$ cat src/rtl/stim_seq_pkg.sv
// Shared types for the stimulus sequencer: FSM state encoding, step-table
// entry layout and a small helper that maps a zero hold onto one cycle.
package stim_seq_pkg;

  localparam int ADDR_W_DEF = 6;
  localparam int HOLD_W_DEF = 8;

  typedef enum logic {
    IDLE = 1'b0,
    RUN  = 1'b1
  } state_t;

  typedef struct packed {
    logic [ADDR_W_DEF-1:0] addr;
    logic                  wr;
    logic                  en;
    logic [HOLD_W_DEF-1:0] hold;
  } step_t;

  // A stored hold of zero still shows the step for one cycle.
  function automatic logic [HOLD_W_DEF-1:0] eff_hold(input logic [HOLD_W_DEF-1:0] h);
    return (h == '0) ? HOLD_W_DEF'(1) : h;
  endfunction

endpackage

$ cat src/rtl/stim_seq_gen_table.sv
// Step table: DEPTH entries of step_t with one synchronous write port and
// one combinational read port. Contents are deliberately not reset; the
// user programs every entry that a playback will touch.
module stim_step_table
  import stim_seq_pkg::*;
#(
  parameter int DEPTH = 8,
  parameter int IDX_W = $clog2(DEPTH)
) (
  input  logic             clk,
  input  logic             we,
  input  logic [IDX_W-1:0] wr_idx,
  input  step_t            wr_data,
  input  logic [IDX_W-1:0] rd_idx,
  output step_t            rd_data
);

  step_t mem [DEPTH];

  // Write the addressed entry on the clock edge when enabled.
  always_ff @(posedge clk) begin
    if (we) begin
      mem[wr_idx] <= wr_data;
    end
  end

  // The read is combinational so a write on the same edge is not yet
  // visible; the reader always sees the pre-write contents.
  always_comb begin
    rd_data = mem[rd_idx];
  end

endmodule

$ cat src/rtl/stim_seq_gen.sv
// Programmable stimulus sequencer. Plays a table of addr/wr/en steps, each
// held for a programmable number of cycles, in one-shot or loop mode.
// All outputs come straight from flops.
module stim_seq_gen
  import stim_seq_pkg::*;
#(
  parameter  int ADDR_W = ADDR_W_DEF,
  parameter  int DEPTH  = 8,
  parameter  int HOLD_W = HOLD_W_DEF,
  localparam int IDX_W  = $clog2(DEPTH)
) (
  input  logic              clk,
  input  logic              rst_n,
  input  logic              cfg_we,
  input  logic [IDX_W-1:0]  cfg_idx,
  input  logic [ADDR_W-1:0] cfg_addr,
  input  logic              cfg_wr,
  input  logic              cfg_en,
  input  logic [HOLD_W-1:0] cfg_hold,
  input  logic [IDX_W:0]    num_steps,
  input  logic              loop_mode,
  input  logic              start,
  input  logic              stop,
  output logic [ADDR_W-1:0] addr,
  output logic              wr,
  output logic              en,
  output logic              busy,
  output logic              done,
  output logic [IDX_W-1:0]  step_idx
);

  state_t            state_q, state_d;
  logic [HOLD_W-1:0] cnt_q, cnt_d;
  logic [IDX_W-1:0]  idx_q, idx_d;
  logic [IDX_W-1:0]  last_q, last_d;
  logic              loop_q, loop_d;
  logic [ADDR_W-1:0] addr_q, addr_d;
  logic              wr_q, wr_d;
  logic              en_q, en_d;
  logic              done_q, done_d;

  logic              tbl_we;
  step_t             tbl_wr_data;
  logic [IDX_W-1:0]  rd_idx;
  step_t             rd_step;
  logic              at_last;
  logic [IDX_W:0]    ns_eff;
  logic [IDX_W:0]    ns_minus1;
  logic [IDX_W-1:0]  last_from_ns;
  logic [HOLD_W-1:0] load_hold;

  // Table writes are accepted only while idle; writes during playback are
  // dropped so the running pattern cannot change underneath itself.
  always_comb begin
    tbl_we      = cfg_we && (state_q == IDLE);
    tbl_wr_data = '{addr: ADDR_W_DEF'(cfg_addr),
                    wr:   cfg_wr,
                    en:   cfg_en,
                    hold: HOLD_W_DEF'(cfg_hold)};
  end

  stim_step_table #(
    .DEPTH (DEPTH),
    .IDX_W (IDX_W)
  ) u_table (
    .clk     (clk),
    .we      (tbl_we),
    .wr_idx  (cfg_idx),
    .wr_data (tbl_wr_data),
    .rd_idx  (rd_idx),
    .rd_data (rd_step)
  );

  // Read port points at the step that would be loaded on the next advance:
  // step 0 when idle or wrapping, otherwise the following step.
  always_comb begin
    at_last = (idx_q == last_q);
    if ((state_q == RUN) && !at_last) begin
      rd_idx = idx_q + IDX_W'(1);
    end else begin
      rd_idx = '0;
    end
  end

  // Clamp the requested step count into 1..DEPTH and derive the last index;
  // also compute the cycle count for whichever step is being loaded.
  always_comb begin
    if (num_steps == '0) begin
      ns_eff = (IDX_W+1)'(1);
    end else if (num_steps > (IDX_W+1)'(DEPTH)) begin
      ns_eff = (IDX_W+1)'(DEPTH);
    end else begin
      ns_eff = num_steps;
    end
    ns_minus1    = ns_eff - (IDX_W+1)'(1);
    last_from_ns = ns_minus1[IDX_W-1:0];
    load_hold    = HOLD_W'(eff_hold(rd_step.hold));
  end

  // Next-state logic: start loads step 0, the hold counter paces each step,
  // and the last step either wraps (loop) or finishes with a done pulse.
  // stop is checked before completion so it suppresses done.
  always_comb begin
    state_d = state_q;
    cnt_d   = cnt_q;
    idx_d   = idx_q;
    last_d  = last_q;
    loop_d  = loop_q;
    addr_d  = addr_q;
    wr_d    = wr_q;
    en_d    = en_q;
    done_d  = 1'b0;
    case (state_q)
      IDLE: begin
        if (start) begin
          state_d = RUN;
          last_d  = last_from_ns;
          loop_d  = loop_mode;
          idx_d   = '0;
          addr_d  = ADDR_W'(rd_step.addr);
          wr_d    = rd_step.wr;
          en_d    = rd_step.en;
          cnt_d   = load_hold;
        end
      end
      RUN: begin
        if (stop) begin
          state_d = IDLE;
          wr_d    = 1'b0;
          en_d    = 1'b0;
          cnt_d   = '0;
        end else if (cnt_q <= HOLD_W'(1)) begin
          if (at_last && !loop_q) begin
            state_d = IDLE;
            wr_d    = 1'b0;
            en_d    = 1'b0;
            done_d  = 1'b1;
            cnt_d   = '0;
          end else begin
            idx_d  = rd_idx;
            addr_d = ADDR_W'(rd_step.addr);
            wr_d   = rd_step.wr;
            en_d   = rd_step.en;
            cnt_d  = load_hold;
          end
        end else begin
          cnt_d = cnt_q - HOLD_W'(1);
        end
      end
      default: begin
        state_d = IDLE;
      end
    endcase
  end

  // State and output registers with asynchronous active-low reset.
  always_ff @(posedge clk or negedge rst_n) begin
    if (!rst_n) begin
      state_q <= IDLE;
      cnt_q   <= '0;
      idx_q   <= '0;
      last_q  <= '0;
      loop_q  <= 1'b0;
      addr_q  <= '0;
      wr_q    <= 1'b0;
      en_q    <= 1'b0;
      done_q  <= 1'b0;
    end else begin
      state_q <= state_d;
      cnt_q   <= cnt_d;
      idx_q   <= idx_d;
      last_q  <= last_d;
      loop_q  <= loop_d;
      addr_q  <= addr_d;
      wr_q    <= wr_d;
      en_q    <= en_d;
      done_q  <= done_d;
    end
  end

  assign addr     = addr_q;
  assign wr       = wr_q;
  assign en       = en_q;
  assign busy     = (state_q == RUN);
  assign done     = done_q;
  assign step_idx = idx_q;

endmodule

$ cat config.mk
export PLATFORM = sky130hd
export DESIGN_NAME = stim_seq_gen
export DESIGN_NICKNAME = d
export VERILOG_FILES = /design/src/rtl/stim_seq_pkg.sv /design/src/rtl/stim_seq_gen_table.sv /design/src/rtl/stim_seq_gen.sv
export SDC_FILE = /design/constraint.sdc
export NUM_CORES = 1
export LEC_CHECK = 0
export ABC_CLOCK_PERIOD_IN_PS = 3600
export BUFFER_PORTS_ARGS = -buffer_cell sky130_fd_sc_hd__buf_2
export CORE_AREA = 4 4 119 121
export CTS_CLUSTER_DIAMETER = 30
export CTS_CLUSTER_SIZE = 14
export DETAILED_ROUTE_END_ITERATION = 12
export DIE_AREA = 0 0 123 125
export HOLD_SLACK_MARGIN = 0.03
export PLACE_DENSITY_LB_ADDON = 0.2
export RECOVER_POWER = 50
export SYNTH_ARGS = -nofsm -noshare
export SYNTH_HDL_FRONTEND = slang
export SYNTH_HIERARCHICAL = 1
export SYNTH_SLANG_ARGS = --single-unit
$ cat constraint.sdc
create_clock -name clk -period 3.6 [get_ports clk]
set_clock_uncertainty 0.15 [all_clocks]
set_input_delay 0.72 -clock clk [delete_from_list [all_inputs] [get_ports clk]]
set_output_delay 0.72 -clock clk [all_outputs]
set_load 0.1 [all_outputs]
==> flow_metrics.py, run 1 <==
metrics = {
    "cells_and_area": {
        "nets": 439,
        "drive_gt1_frac": 0.267,
        "final_area_sq_mm": 0.00755,
        "final_common_cell": "edfxtp_1",
        "diodes": 0,
        "mostFrequentLayoutCells": "edfxtp_1, mux4_1, mux2_2",
        "syn2layout_area_growth_pct": 17.8,
    },
    "routing": {
        "wl_per_cell_um": 21.5,
        "via_per_inst": 5.68,
        "via_count": 3380,
        "wirelength_um": 12800,
        "dr.pass1.iters": 4,
        "ant_nets": 0,
        "drt_iter0_drc": 331,
        "remaining_drc_errors": 0,
    },
    "clock_network": {
        "clockRootBuffer": "clkbuf_16",
        "cts_tree": "built",
        "h-tree-depth": 4,
        "cts_setup_buffers": 0,
        "clock-sinks": 153,
        "cts_made_buffers": 17,
        "clockBufferDepth": 2,
        "clk_transition_reported_paths_ns": 0.06,
        "clock_latency_ns": 0.41,
    },
    "logic_synthesis": {
        "synth_area_leader_cell": "edfxtp_1",
        "synth_flop_cell": "edfxtp_1",
        "ys_seq_elements": 153,
        "yosys_warnings": 6,
        "ys_async_sr_fraction": 0.163,
        "syn-mean-instance-area_sq_um": 18.9,
        "synth-edff-count": 128,
        "syn_area_sq_mm": 0.00641,
        "netlist_instances": 340,
        "synth_nets": 373,
        "yosys-top-cells-area": "edfxtp_1, mux4_1, dfrtp_1",
        "synth_top_area_frac": 0.599,
        "synthDistinctLibCells": 46,
        "yosysSeqAreaShare": 0.697,
    },
    "sta": {
        "timing.fmax_mhz": 293,
        "final_hold_viol_count": 0,
        "worst_pin_slew_ns": 1.41,
        "slew_violations": 0,
        "layout_min_cycle_time_ns": 3.41,
        "setup_viol": 0,
        "tns_ns": 0,
        "rsz0062_at_grt": "no",
        "post-route-period-util": 0.947,
        "maxSlewHeadroom": 0.0571,
    },
    "worst_setup_path": {
        "crit_path_end_kind": "register",
        "critPathLaunchType": "register",
        "critPathRequiredTime_ns": 3.77,
        "crit_arrival_ns": 3.58,
        "critPathKind": "register to register",
        "cp_max_fo": 26,
    },
    "placement": {
        "place_area_sq_mm": 0.00694,
        "io_buffers": 41,
        "dp_hpwl_um": 7960,
        "gp_congestion": 0.834,
    },
    "grt": {
        "overflow": 0,
        "grt_max_degree": 27,
        "grt_pass1_vias": 3480,
        "antenna_found_initial": 0,
        "grt_pass1_wl_um": 19600,
        "groute.usage.overall": 0.176,
    },
    "floorplan": {
        "dieWidth_um": 123,
        "fp.dieH_um": 125,
        "rows": 42,
        "die-area_sq_mm": 0.0154,
        "start_util": 0.490,
        "coreArea_sq_mm": 0.0131,
        "io_pins": 42,
    },
    "power_and_ir_drop": {
        "power.static_leakage_nw": 2.67,
        "irDropWorstVdd_v": 0.000319,
        "powerDensity_mw_per_mm2": 769,
    },
    "min_path": {
        "min_path_type": "register to register",
    },
    "outcome": {
        "status": "complete, no violations",
    },
    "run": {
        "drv_cap": 0,
    },
}
Yosys cell counts (3+ instances only):
cell type	count
a21o_1	3
a21oi_1	4
a221o_1	5
buf_1	5
buf_6	5
dfrtp_1	25
edfxtp_1	128
ha_1	4
inv_1	5
mux2_2	25
mux2i_1	3
mux4_1	28
mux4_2	4
nand2_1	11
nand2b_1	8
nor2_1	18
nor2b_1	5
nor3_1	7
nor4_1	6
o21ai_0	6
or2_2	3
xor2_1	3
final cells by class:
| type | instances | area (sq um) |
|---|---|---|
| clock buffers | 17 | 425 |
| flip-flops and latches | 153 | 4470 |
| inverters | 5 | 18.8 |
| well taps | 176 | 220 |
| fillers | 963 | 5530 |
| multi-input cells | 170 | 1870 |
| repair buffers | 59 | 343 |
| clock inverters | 15 | 206 |
cells by family (layout without fill, tap and decap cells):
family,Yosys count,in the layout,share of synthesized area
compound gates,36,36,0.0427
xor+xnor,4,4,0.00546
fa+ha+maj,4,4,0.00780
buf+inv,18,96,0.0166
flops,153,153,0.697
mux,60,60,0.177
simple gates,65,66,0.0533
final timing paths:
path,to,slack (ns),depth (start not counted),start
worst min-delay path,addr[5],0.35,1,addr[5]
worst min register to register,addr[5],0.35,1,addr[5]
worst max register to register,cnt_q[0],0.19,11,step_idx[0]
max in group asynchronous,step_idx[0],1.90,1,rst_n
min in group asynchronous,addr[2],0.48,1,rst_n
worst max-delay path,cnt_q[0],0.19,11,step_idx[0]
layer usage:
metal / global-route usage / part of all wire / vias to the layer above
met5: 0 / 0 / -
met4: 0.0730 / 0.013 / 0
met2: 0.270 / 0.48 / 100
met3: 0.0470 / 0.063 / 12
li1: - / - / 1540
met1: 0.240 / 0.44 / 1728
sequential cells by signal, indices dropped and copies added, names as in the netlist, 3 cells and up:
| register | flops |
|---|---|
| last_q | 3 |
| cnt_q | 8 |
| u_table/mem | 128 |
| addr | 6 |
| step_idx | 3 |
critical path, cell delays in order (launching register included):
cell      delay [ns]
dfrtp_2         0.49
xor2_1          0.20
o31ai_2         0.59
buf_4           0.25
a21oi_2         0.05
buf_4           0.25
mux4_1          0.26
mux2_2          0.30
nor4_1          0.29
a21o_1          0.21
a32oi_1         0.11
o211ai_1        0.16
metrics by stage:
stage	util	instances	setup WS [ns]	hold slack, ns	total power, mW
3_3_place_gp	0.530	562	0.191	0.341	3.92
5_1_grt	0.577	595	0.0209	0.356	6.06
2_1_floorplan	-	340	0.00777	0.274	3.56
6_report	0.577	595	0.190	0.350	5.81
4_1_cts	0.578	594	0.105	0.159	5.84
3_5_place_dp	0.530	562	0.113	0.345	3.95
power breakdown:
group | internal (mW) | total, mW | switching (mW)
clock network | 1.22 | 1.88 | 0.660
logic | 0.643 | 1.74 | 1.10
registers | 2.07 | 2.19 | 0.120
repair_timing:
item | 4_1_cts | 5_1_grt
endpoints found under the hold margin | 0 | 0
setup endpoints to repair | 0 | 1
gates resized for setup | 0 | 1
hold buffers | 0 | 0
Note: power is estimated with default switching activity, not from simulation.
==> inputs of run 2 (changes only) <==
--- a/config.mk
+++ b/config.mk
@@ -17,5 +17,4 @@
 export RECOVER_POWER = 50
 export SYNTH_ARGS = -nofsm -noshare
 export SYNTH_HDL_FRONTEND = slang
-export SYNTH_HIERARCHICAL = 1
 export SYNTH_SLANG_ARGS = --single-unit
==> flow_metrics.py, run 2 <==
metrics = {
    "clock_network": {
        "cts_setup_buffers": 0,
        "clock_latency_ns": 0.44,
        "clockRootBuffer": "clkbuf_16",
        "clockBufferDepth": 2,
        "cts_hold_buf": 0,
        "post_cts_resized": 0,
        "h-tree-depth": 4,
        "cts_tree": "built",
        "cts_made_buffers": 17,
        "clk_transition_reported_paths_ns": 0.07,
        "clock-sinks": 153,
    },
    "cells_and_area": {
        "final_area_sq_mm": 0.00755,
        "diodes": 0,
        "nets": 539,
        "drive_gt1_frac": 0.225,
        "final_common_cell": "edfxtp_1",
        "top_register": "u_table.mem",
        "syn2layout_area_growth_pct": 16.7,
        "mostFrequentLayoutCells": "edfxtp_1, nand2_1, dfrtp_1",
        "largest_reg_flops": 128,
    },
    "routing": {
        "via_per_inst": 5.99,
        "dr.pass1.iters": 5,
        "via_count": 4164,
        "wl_per_cell_um": 21.8,
        "wirelength_um": 15200,
        "remaining_drc_errors": 0,
        "drt_iter0_drc": 472,
        "ant_nets": 0,
    },
    "logic_synthesis": {
        "synth_compound_area_frac": 0.144,
        "syn-mean-instance-area_sq_um": 14.5,
        "synth_nets": 479,
        "synthDistinctLibCells": 63,
        "synth_top_area_frac": 0.594,
        "yosysSeqAreaShare": 0.690,
        "synthAdderAreaFrac": 0.00773,
        "synth_mux_area_frac": 0.0282,
        "synth-edff-count": 128,
        "synth_common_cells": "edfxtp_1, nand2_1, dfrtp_1",
        "synth_area_leader_cell": "edfxtp_1",
        "synth_xor_area_frac": 0.0209,
        "synth_top_family_by_area": "compound AO/OA/AOI/OAI gates",
        "yosysMostFrequentCell": "edfxtp_1",
        "syn_area_sq_mm": 0.00647,
        "netlist_instances": 446,
        "yosys-top-cells-area": "edfxtp_1, dfrtp_1, nand2_1",
        "ys_async_sr_fraction": 0.163,
        "synth_flop_cell": "edfxtp_1",
        "yosys_warnings": 0,
        "ys_seq_elements": 153,
        "yosys.area_share.simple": 0.0908,
    },
    "placement": {
        "place_area_sq_mm": 0.00697,
        "io_buffers": 41,
        "dp_slack_ns": 0.756,
        "dp_hpwl_um": 9710,
        "gp_congestion": 0.831,
    },
    "outcome": {
        "violations": "capacitance limit, slew limit",
        "status": "complete, but fails checks",
    },
    "floorplan": {
        "die-area_sq_mm": 0.0154,
        "dieWidth_um": 123,
        "start_util": 0.495,
        "io_pins": 42,
        "coreArea_sq_mm": 0.0131,
        "fp.dieH_um": 125,
        "rows": 42,
    },
    "grt": {
        "grt_pass1_vias": 4046,
        "groute.usage.overall": 0.208,
        "overflow": 0,
        "antenna_found_initial": 0,
        "grt_max_degree": 28,
        "grt_pass1_wl_um": 23700,
    },
    "power_and_ir_drop": {
        "irDropWorstVdd_v": 0.000437,
        "powerDensity_mw_per_mm2": 775,
        "power.static_leakage_nw": 2.62,
        "power_mw": 5.86,
    },
    "worst_setup_path": {
        "slowest_stage": "dfrtp_1",
        "crit_arrival_ns": 3.09,
        "critPathLaunchType": "register",
        "path_depth": 8,
        "critPathRequiredTime_ns": 3.78,
        "ff2ff_path_depth": 8,
        "crit_path_end_kind": "register",
        "crit_family": "compound AO/OA/AOI/OAI gates",
        "cp.buffers_inverters": 1,
        "path_cells": "ha_1 > or3b_2 > a31oi_1 > buf_4 > a221oi_1 > a2bb2oi_1 > nand2b_1 > o41ai_2",
        "cp_max_fo": 11,
        "critPathKind": "register to register",
        "cpPeakStageDelay_ns": 0.49,
    },
    "min_path": {
        "whs_path_depth": 2,
        "min_path_type": "register to register",
    },
    "sta": {
        "setup_viol": 0,
        "timing.fmax_mhz": 344,
        "worst_pin_slew_ns": 1.56,
        "maxSlewHeadroom": -0.0398,
        "rsz0062_at_grt": "no",
        "layout_min_cycle_time_ns": 2.91,
        "slew_violations": 26,
        "final_hold_viol_count": 0,
        "post-route-period-util": 0.808,
        "worst_slack_ns": 0.692,
        "holdWs_ns": 0.353,
        "tns_ns": 0,
    },
    "run": {
        "drv_cap": 1,
    },
}
-- run 2: changes by cell type in the layout (fill, tap and decap cells not counted), moves of 10 or more --
cell / previous run / this run
a31o_2: 0 / 11
a31oi_1: 1 / 11
mux2_2: 25 / 8
mux4_1: 28 / 0
nand2_1: 11 / 57
o21ai_0: 6 / 19
o221ai_1: 2 / 19
-- run 2: report_power, final --
| group | switching (mW) | leakage (nW) | internal, mW | total [mW] |
|---|---|---|---|---|
| logic | 1.30 | 0.856 | 0.548 | 1.84 |
| clock network | 0.833 | 0.299 | 1.00 | 1.84 |
| registers | 0.121 | 1.46 | 2.05 | 2.17 |
-- run 2: tightest hold or removal path: stages, from the launching register on --
cell and delay, ns:
dfrtp_1 0.35, nand2_1 0.06, o221ai_1 0.06
-- run 2: cell type report --
cell class | instances | area [sq um]
Clock buffer | 17 | 425
Inverter | 8 | 30.0
Clock inverter | 15 | 194
Tap cell | 176 | 220
Timing Repair Buffer | 58 | 312
Sequential cell | 153 | 4470
Multi-Input combinational cell | 268 | 1900
Fill cell | 1030 | 5530
-- run 2: cell families (layout without fill, tap and decap cells) --
logic type / Yosys count / after routing
XOR/XNOR: 9 / 9
multiplexers: 16 / 16
AND/OR/NAND/NOR: 123 / 123
AO/OA/AOI/OAI: 116 / 116
buffers and inverters: 25 / 98
flip-flops: 153 / 153
adder cells (fa/ha/maj): 4 / 4
-- run 2: metrics by stage --
step / util / instances
2_1_floorplan: - / 446
4_1_cts: 0.580 / 695
3_3_place_gp: 0.532 / 663
5_1_grt: 0.577 / 695
6_report: 0.577 / 695
3_5_place_dp: 0.532 / 663
-- run 2: routing by layer --
metal | track usage | up-vias | part of all wire
met1 | 0.311 | 2061 | 0.45
met4 | 0.0743 | 0 | 0.021
met2 | 0.294 | 179 | 0.45
li1 | - | 1887 | -
met5 | 0 | - | 0
met3 | 0.0574 | 37 | 0.076
-- run 2: worst paths after layout --
path,start,endpoint,slack (ns)
worst max register to register,step_idx[1],cnt_q[0],0.69
min in group asynchronous,rst_n,cnt_q[5],0.52
worst min-delay path,cnt_q[3],cnt_q[3],0.35
worst min register to register,cnt_q[3],cnt_q[3],0.35
max in group asynchronous,rst_n,addr[3],1.87
worst max-delay path,step_idx[1],cnt_q[0],0.69
